**src/rtl/arm_fetch_pkg.sv**
```systemverilog
`default_nettype none
// ============================================================================
// Module   : arm_fetch_pkg
// Purpose  : Shared widths, FSM states and queue entry type for the fetch stage.
// Revision : 1.0 - initial release
// ============================================================================
package arm_fetch_pkg;

  localparam int ADDR_W = 32;
  localparam int INSN_W = 32;

  typedef enum logic [1:0] {
    IDLE  = 2'd0,
    FETCH = 2'd1,
    FLUSH = 2'd2
  } fetch_state_e;

  typedef struct packed {
    logic [ADDR_W-1:0] pc;
    logic [INSN_W-1:0] data;
  } fetch_entry_t;

endpackage
`default_nettype wire

```
**src/rtl/fetch_fifo.sv**
```systemverilog
`default_nettype none
// ============================================================================
// Module   : fetch_fifo
// Purpose  : DEPTH-entry synchronous queue of {pc, data}; flush beats push.
// Revision : 1.0 - initial release
// ============================================================================
module fetch_fifo
  import arm_fetch_pkg::*;
#(
  parameter int DEPTH = 4
) (
  input  logic                   clk,
  input  logic                   rst,
  input  logic                   push,
  input  fetch_entry_t           push_entry,
  input  logic                   pop,
  input  logic                   flush,
  output fetch_entry_t           head,
  output logic                   full,
  output logic                   empty,
  output logic [$clog2(DEPTH):0] count
);

  localparam int PTR_W = $clog2(DEPTH);

  fetch_entry_t     mem_q [DEPTH];
  fetch_entry_t     mem_d [DEPTH];
  logic [PTR_W-1:0] wr_ptr_q, wr_ptr_d;
  logic [PTR_W-1:0] rd_ptr_q, rd_ptr_d;
  logic [PTR_W:0]   count_q, count_d;

  always_comb begin
    mem_d    = mem_q;
    wr_ptr_d = wr_ptr_q;
    rd_ptr_d = rd_ptr_q;
    count_d  = count_q;
    if (flush) begin
      wr_ptr_d = '0;
      rd_ptr_d = '0;
      count_d  = '0;
    end else begin
      if (push) begin
        mem_d[wr_ptr_q] = push_entry;
        wr_ptr_d        = wr_ptr_q + 1'b1;
      end
      if (pop) begin
        rd_ptr_d = rd_ptr_q + 1'b1;
      end
      count_d = count_q + {{PTR_W{1'b0}}, push} - {{PTR_W{1'b0}}, pop};
    end
  end

  always_ff @(posedge clk or negedge rst) begin
    if (!rst) begin
      for (int i = 0; i < DEPTH; i++) begin
        mem_q[i] <= '0;
      end
      wr_ptr_q <= '0;
      rd_ptr_q <= '0;
      count_q  <= '0;
    end else begin
      mem_q    <= mem_d;
      wr_ptr_q <= wr_ptr_d;
      rd_ptr_q <= rd_ptr_d;
      count_q  <= count_d;
    end
  end

  assign head  = mem_q[rd_ptr_q];
  assign count = count_q;
  assign empty = (count_q == '0);
  assign full  = (count_q == (PTR_W+1)'(DEPTH));

endmodule
`default_nettype wire

```
**src/rtl/ins_fetch_unit.sv**
```systemverilog
`default_nettype none
// ============================================================================
// Module   : ins_fetch_unit
// Purpose  : Credit-based in-order instruction fetch with redirect flush.
//            Optional perf counters: define IFU_PERF_CNT_EN.
// Revision : 1.0 - initial release
// ============================================================================
module ins_fetch_unit
  import arm_fetch_pkg::*;
#(
  parameter int                DEPTH    = 4,
  parameter logic [ADDR_W-1:0] RESET_PC = 32'h0000_0000
) (
  input  logic              clk,
  input  logic              rst,
  output logic              imem_req_valid,
  input  logic              imem_req_ready,
  output logic [ADDR_W-1:0] imem_req_addr,
  input  logic              imem_rsp_valid,
  input  logic [INSN_W-1:0] imem_rsp_data,
  input  logic              redirect,
  input  logic [ADDR_W-1:0] redirect_pc,
  output logic              ins_valid,
  input  logic              ins_ready,
  output logic [INSN_W-1:0] ins_data,
  output logic [ADDR_W-1:0] ins_pc,
  output logic [ADDR_W-1:0] ins_pc_add_4
`ifdef IFU_PERF_CNT_EN
  ,
  output logic [31:0]       fetch_count,
  output logic [31:0]       starve_count
`endif
);

  localparam int                CNT_W      = $clog2(DEPTH) + 1;
  localparam logic [CNT_W:0]    DEPTH_LIM  = (CNT_W+1)'(DEPTH);
  localparam logic [ADDR_W-1:0] ALIGN_MASK = ~ADDR_W'(3);
  localparam logic [ADDR_W-1:0] WORD_STEP  = ADDR_W'(4);

  fetch_state_e      state_q, state_d;
  logic [ADDR_W-1:0] fetch_pc_q, fetch_pc_d;
  logic [ADDR_W-1:0] rsp_pc_q, rsp_pc_d;
  logic [CNT_W-1:0]  outstanding_q, outstanding_d;
  logic [CNT_W-1:0]  drop_q, drop_d;

  logic              fifo_push, fifo_flush, fifo_full, fifo_empty;
  logic [CNT_W-1:0]  fifo_count;
  fetch_entry_t      fifo_head;
  fetch_entry_t      push_entry;

  logic              credit, accept, pop;
  logic [CNT_W:0]    inflight;

  // Dropped responses still hold credit until they arrive.
  assign inflight       = {1'b0, fifo_count} + {1'b0, outstanding_q};
  assign credit         = (inflight < DEPTH_LIM);
  assign imem_req_valid = credit && !redirect && (state_q != IDLE);
  assign imem_req_addr  = fetch_pc_q;
  assign accept         = imem_req_valid && imem_req_ready;
  assign pop            = ins_valid && ins_ready;
  assign push_entry     = '{pc: rsp_pc_q, data: imem_rsp_data};

  always_comb begin
    fetch_pc_d    = fetch_pc_q;
    rsp_pc_d      = rsp_pc_q;
    drop_d        = drop_q;
    fifo_push     = 1'b0;
    fifo_flush    = 1'b0;
    outstanding_d = outstanding_q + CNT_W'(accept) - CNT_W'(imem_rsp_valid);
    if (accept) begin
      fetch_pc_d = fetch_pc_q + WORD_STEP;
    end
    if (imem_rsp_valid) begin
      if (drop_q != '0) begin
        drop_d = drop_q - 1'b1;
      end else begin
        fifo_push = !fifo_full;
        rsp_pc_d  = rsp_pc_q + WORD_STEP;
      end
    end
    // Any response landing with the redirect belongs to the old stream.
    if (redirect) begin
      fifo_flush = 1'b1;
      fifo_push  = 1'b0;
      fetch_pc_d = redirect_pc & ALIGN_MASK;
      rsp_pc_d   = redirect_pc & ALIGN_MASK;
      drop_d     = outstanding_q - CNT_W'(imem_rsp_valid);
    end
  end

  always_comb begin
    state_d = state_q;
    if (redirect) begin
      state_d = (drop_d != '0) ? FLUSH : FETCH;
    end else begin
      case (state_q)
        IDLE:    state_d = FETCH;
        FETCH:   state_d = FETCH;
        FLUSH:   state_d = (drop_d == '0) ? FETCH : FLUSH;
        default: state_d = IDLE;
      endcase
    end
  end

  always_ff @(posedge clk or negedge rst) begin
    if (!rst) begin
      state_q       <= IDLE;
      fetch_pc_q    <= RESET_PC;
      rsp_pc_q      <= RESET_PC;
      outstanding_q <= '0;
      drop_q        <= '0;
    end else begin
      state_q       <= state_d;
      fetch_pc_q    <= fetch_pc_d;
      rsp_pc_q      <= rsp_pc_d;
      outstanding_q <= outstanding_d;
      drop_q        <= drop_d;
    end
  end

  fetch_fifo #(
    .DEPTH(DEPTH)
  ) u_fifo (
    .clk       (clk),
    .rst       (rst),
    .push      (fifo_push),
    .push_entry(push_entry),
    .pop       (pop),
    .flush     (fifo_flush),
    .head      (fifo_head),
    .full      (fifo_full),
    .empty     (fifo_empty),
    .count     (fifo_count)
  );

  // Outputs read zero whenever no instruction is held, including in reset.
  assign ins_valid    = !fifo_empty;
  assign ins_data     = ins_valid ? fifo_head.data : '0;
  assign ins_pc       = ins_valid ? fifo_head.pc : '0;
  assign ins_pc_add_4 = ins_pc + WORD_STEP;

`ifdef IFU_PERF_CNT_EN
  logic [31:0] fetch_count_q, fetch_count_d;
  logic [31:0] starve_count_q, starve_count_d;

  always_comb begin
    fetch_count_d  = fetch_count_q;
    starve_count_d = starve_count_q;
    if (accept && (fetch_count_q != '1)) begin
      fetch_count_d = fetch_count_q + 32'd1;
    end
    if ((state_q != IDLE) && !ins_valid && (starve_count_q != '1)) begin
      starve_count_d = starve_count_q + 32'd1;
    end
  end

  always_ff @(posedge clk or negedge rst) begin
    if (!rst) begin
      fetch_count_q  <= '0;
      starve_count_q <= '0;
    end else begin
      fetch_count_q  <= fetch_count_d;
      starve_count_q <= starve_count_d;
    end
  end

  assign fetch_count  = fetch_count_q;
  assign starve_count = starve_count_q;
`else
  // No performance counters in this build.
`endif

endmodule
`default_nettype wire
```
**config.mk**
```make
export PLATFORM = sky130hd
export DESIGN_NAME = ins_fetch_unit
export DESIGN_NICKNAME = d
export VERILOG_FILES = /design/src/rtl/arm_fetch_pkg.sv /design/src/rtl/fetch_fifo.sv /design/src/rtl/ins_fetch_unit.sv
export SDC_FILE = /design/constraint.sdc
export NUM_CORES = 1
export LEC_CHECK = 0
export CAP_MARGIN = 20
export CORE_MARGIN = 5
export CORE_UTILIZATION = 53
export CTS_CLUSTER_DIAMETER = 40
export DETAILED_ROUTE_END_ITERATION = 8
export DONT_BUFFER_PORTS = 1
export PLACE_DENSITY_LB_ADDON = 0.2
export REMOVE_ABC_BUFFERS = 1
export SYNTH_ARGS = -nofsm -noshare
export SYNTH_HDL_FRONTEND = slang
export SYNTH_SLANG_ARGS = --single-unit
```
**constraint.sdc**
```tcl
create_clock -name clk -period 4.6 [get_ports clk]
set_input_delay 0.92 -clock clk [delete_from_list [all_inputs] [get_ports clk]]
set_output_delay 0.92 -clock clk [all_outputs]
set_load 0.01 [all_outputs]
```
==> impl_metrics.csv <==
group,metric,value,unit
status,outcome,"finished, final reports clean",
critical_path,cp_max_fo,23,
cts,clockRootBuffer,"clkbuf_16",
synthesis,syn_avg_cell_area,12.6,um2
synthesis,synth_warnings,0,
detailed_routing,avgRoutedWirePerCell,21.4,um
critical_path,worst_path_dominant_cell_family,"simple AND/OR/NAND/NOR gates",
sta,rsz0062_at_grt,"no",
cts,holdBufCountCts,0,
sta,timing.final.crit_share,95.8,%
critical_path,cp_num_cells,9,
critical_path,cp_slowest_stage_delay,0.65,ns
detailed_routing,wl_met3,2.17,mm
cells_and_area,antennaDiodeCount,0,
cts,clk_pin_slew,0.06,ns
sta,slew_violations,0,
detailed_routing,met2_length,17.3,mm
grt,grt_overflow,0,
die,dieArea,34200,um2
die,die_w,185,um
detailed_routing,drc,0,
detailed_routing,vias,10300,
detailed_routing,firstDrtPassIters,5,
cells_and_area,final_common_cell,"dfrtp_1",
power,switching_share,31.6,%
cells_and_area,n_fill_cell,2436,
grt,grt_max_degree,324,
die,num_rows,64,
detailed_routing,ant_nets,0,
worst_hold_path,hold_path.class,"primary input to asynchronous set/reset pin",
critical_path,crit_buf_inv,1,
detailed_routing,met1_length,16.5,mm
power,p_leak,8.24,nW
cts,cts_made_buffers,45,
synthesis,ys.flop_type,"dfrtp_1",
detailed_routing,drt-total-wl,36.9,mm
placed_design,postPlaceCellArea,16600,um2
critical_path,cp.required,3.68,ns
placed_design,port_buffers,0,
power,switchingPower,3.22,mW
power,pwr-share-seq,37.3,%
sta,min_period,4.41,ns
synthesis,synth_top_area_cell,"dfrtp_1",
sta,fin_skew,0.0153,ns
run,maxCapViolCount,0,
detailed_routing,drtIter0Drc,508,
die,io_pins,200,
critical_path,ff2ff_path_depth,12,
grt,grt_pass1_vias,10900,
detailed_routing,dr.max_layer_used,"met4",
die,core,30400,um2
sta,slew-limit-headroom,25.2,%
cells_and_area,drive_gt1_share,32.9,%
sta,whs,0.0886,ns
sta,hold_violations,0,
critical_path,worst_ep_arrival_time,3.49,ns
cts,cts_max_level,2,
synthesis,synth_seq_cells,323,
detailed_routing,vias_per_cell,5.99,
cts,clock_path_buffers,3,
placed_design,gp_congestion,0.819,
grt,grt_usage,21.6,%
sta,worstMarginPinSlew,1.12,ns
critical_path,r2r_slack,1.27,ns
power,internal_power,6.96,mW
sta,finalSetupViolations,0,
critical_path,startpoint_type,"register",
placed_design,hpwlAfterDp,24.3,mm
cts,cts_tree,"yes",
die,dieHeight,185,um
power,p_clk_share,35.7,%
synthesis,syn_inst,1291,
synthesis,synthArstFlopShare,100,%
cts,insertion_delay,0.53,ns
cts,cts_sinks,323,
critical_path,critPathKind,"register to primary output",
synthesis,synth_edf_count,0,
power,ir_drop,0.000303,V
critical_path,r2r_start,"u_fifo.count[2]$_DFF_PN0_",
critical_path,critical_path.endpoint_type,"primary output",
cells_and_area,final_cell_mix,"dfrtp_1, mux2_2, nand2_1",
sta,fmax,0.227,GHz
synthesis,synth_top_area_share,49.8,%
critical_path,slowest_stage,"dfrtp_4",
die,start_util,53.3,%
critical_path,r2r_end,"outstanding_q[2]$_DFF_PN0_",
critical_path,crit_chain,"mux4_1 > and2_1 > ha_1 > o31a_1 > and4_2 > nand3_1 > or4_1 > xnor2_1 > buf_4",
grt,antenna_found_initial,0,
cells_and_area,finalNetCount,1383,
synthesis,yosysSeqAreaShare,49.8,%
synthesis,post_synth_num_cell_types,51,
synthesis,synth_area,16200,um2
cells_and_area,final_area,18300,um2
sta,tns,0,ns
cells_and_area,final_util,60.1,%
power,p_per_area,556,nW/um2
power,pwr-share-comb,27.0,%
cells_and_area,area_growth,12.7,%
grt,grt_first_pass_wirelength,59.3,mm
synthesis,synth_area_leaders,"dfrtp_1, mux2_2, mux4_2, and2_1, nand2_1",
[through the flow]
| stage | setup slack [ns] | instances | power, mW |
|---|---|---|---|
| 4_1_cts | 0.0466 | 1714 | 10.2 |
| 3_5_place_dp | 0.612 | 1631 | 6.56 |
| 3_3_place_gp | 0.629 | 1631 | 6.46 |
| 6_report | 0.191 | 1725 | 10.2 |
| 2_1_floorplan | -1.50 | 1212 | 5.77 |
| 5_1_grt | 0.0107 | 1725 | 10.7 |
[power by group through the flow]
stage               sequential [mW]  combinational, mW  clock [mW]
finish                         3.80               2.75        3.63
global route                   3.87               3.02        3.83
CTS                            3.81               2.71        3.71
detailed placement             3.86               2.70           0
global placement               3.83               2.63           0
floorplan                      3.79               1.98           0
[worst register-to-register path, cell delays in order, from the launching register on]
cell and delay (ns):
dfrtp_1 0.45, ha_1 0.21, or4_1 0.53, nor3_1 0.45, and2_1 0.20, buf_4 0.18
inv_1 0.08, ha_1 0.27, inv_1 0.04, ha_1 0.18, fa_1 0.37, xnor2_1 0.14
xnor2_1 0.12
[state kept, by name, indices dropped and copies added, names as in the netlist]
| name | flops |
|---|---|
| outstanding_q | 3 |
| u_fifo.count | 3 |
| u_fifo.wr_ptr_q | 2 |
| u_fifo.mem_q | 248 |
| drop_q | 3 |
| state_q | 2 |
| imem_req_addr | 30 |
| u_fifo.rd_ptr_q | 2 |
| rsp_pc_q | 30 |
[cell families after synthesis]
logic type               after synthesis  synth area share (%)
multiplexers                         319                  26.5
AND/OR/NAND/NOR                      320                  10.3
flip-flops                           323                  49.8
AO/OA/AOI/OAI                        125                  4.89
buffers and inverters                116                  3.24
XOR/XNOR                              67                  3.62
adder cells (fa/ha/maj)               20                  1.63
other                                  1                0.0231
[final cells by class]
class / instances / area (um2) / area share, %
clock inverters: 27 / 342 / 1.87
flip-flops and latches: 323 / 8090 / 44.2
clock buffers: 56 / 1270 / 6.94
well taps: 396 / 495 / 2.71
repair buffers: 34 / 319 / 1.74
inverters: 32 / 121 / 0.663
multi-input cells: 857 / 7660 / 41.9
[Yosys cell counts (7+ instances only)]
cell type    n
and2_1      63
clkbuf_1    44
nand2_1    103
nand3_1     37
mux4_2      55
mux2i_1      8
nor2_1      40
dfrtp_1    323
inv_1       32
o21ai_0     60
xnor2_1     28
nand4_1     13
mux2_2     249
xor2_1      39
mux4_1       7
nor3_1      11
buf_2       10
o211ai_1     9
ha_1        18
buf_4        9
a21oi_1     12
o311ai_0    19
a31oi_1      7
buf_1       15
and3_1      20
[repair_timing]
action / 4_1_cts / 5_1_grt
resized for setup: 0 / 3
setup buffers: 0 / 9
endpoints found under the setup margin: 0 / 8
[per-layer routing]
metal	track usage [%]	vias up
li1	-	4665
met1	30.2	5310
met2	34.7	287
met3	4.10	68
met4	6.78	0
met5	0	-
[worst max-delay path by stage]
stage	to	from	slack (ns)
2_1_floorplan	ins_pc_add_4[16]	u_fifo.rd_ptr_q[0]$_DFFE_PN0P_	-1.50
3_3_place_gp	ins_pc_add_4[28]	u_fifo.rd_ptr_q[0]$_DFFE_PN0P_	0.63
3_5_place_dp	ins_pc_add_4[28]	u_fifo.rd_ptr_q[0]$_DFFE_PN0P_	0.61
4_1_cts	ins_pc_add_4[28]	u_fifo.rd_ptr_q[0]$_DFFE_PN0P_	0.05
5_1_grt	ins_pc_add_4[16]	u_fifo.count[1]$_DFF_PN0_	0.01
6_report	ins_pc_add_4[16]	u_fifo.rd_ptr_q[1]$_DFFE_PN0P_	0.19
No activity file was read; power rests on OpenSTA's default activity.
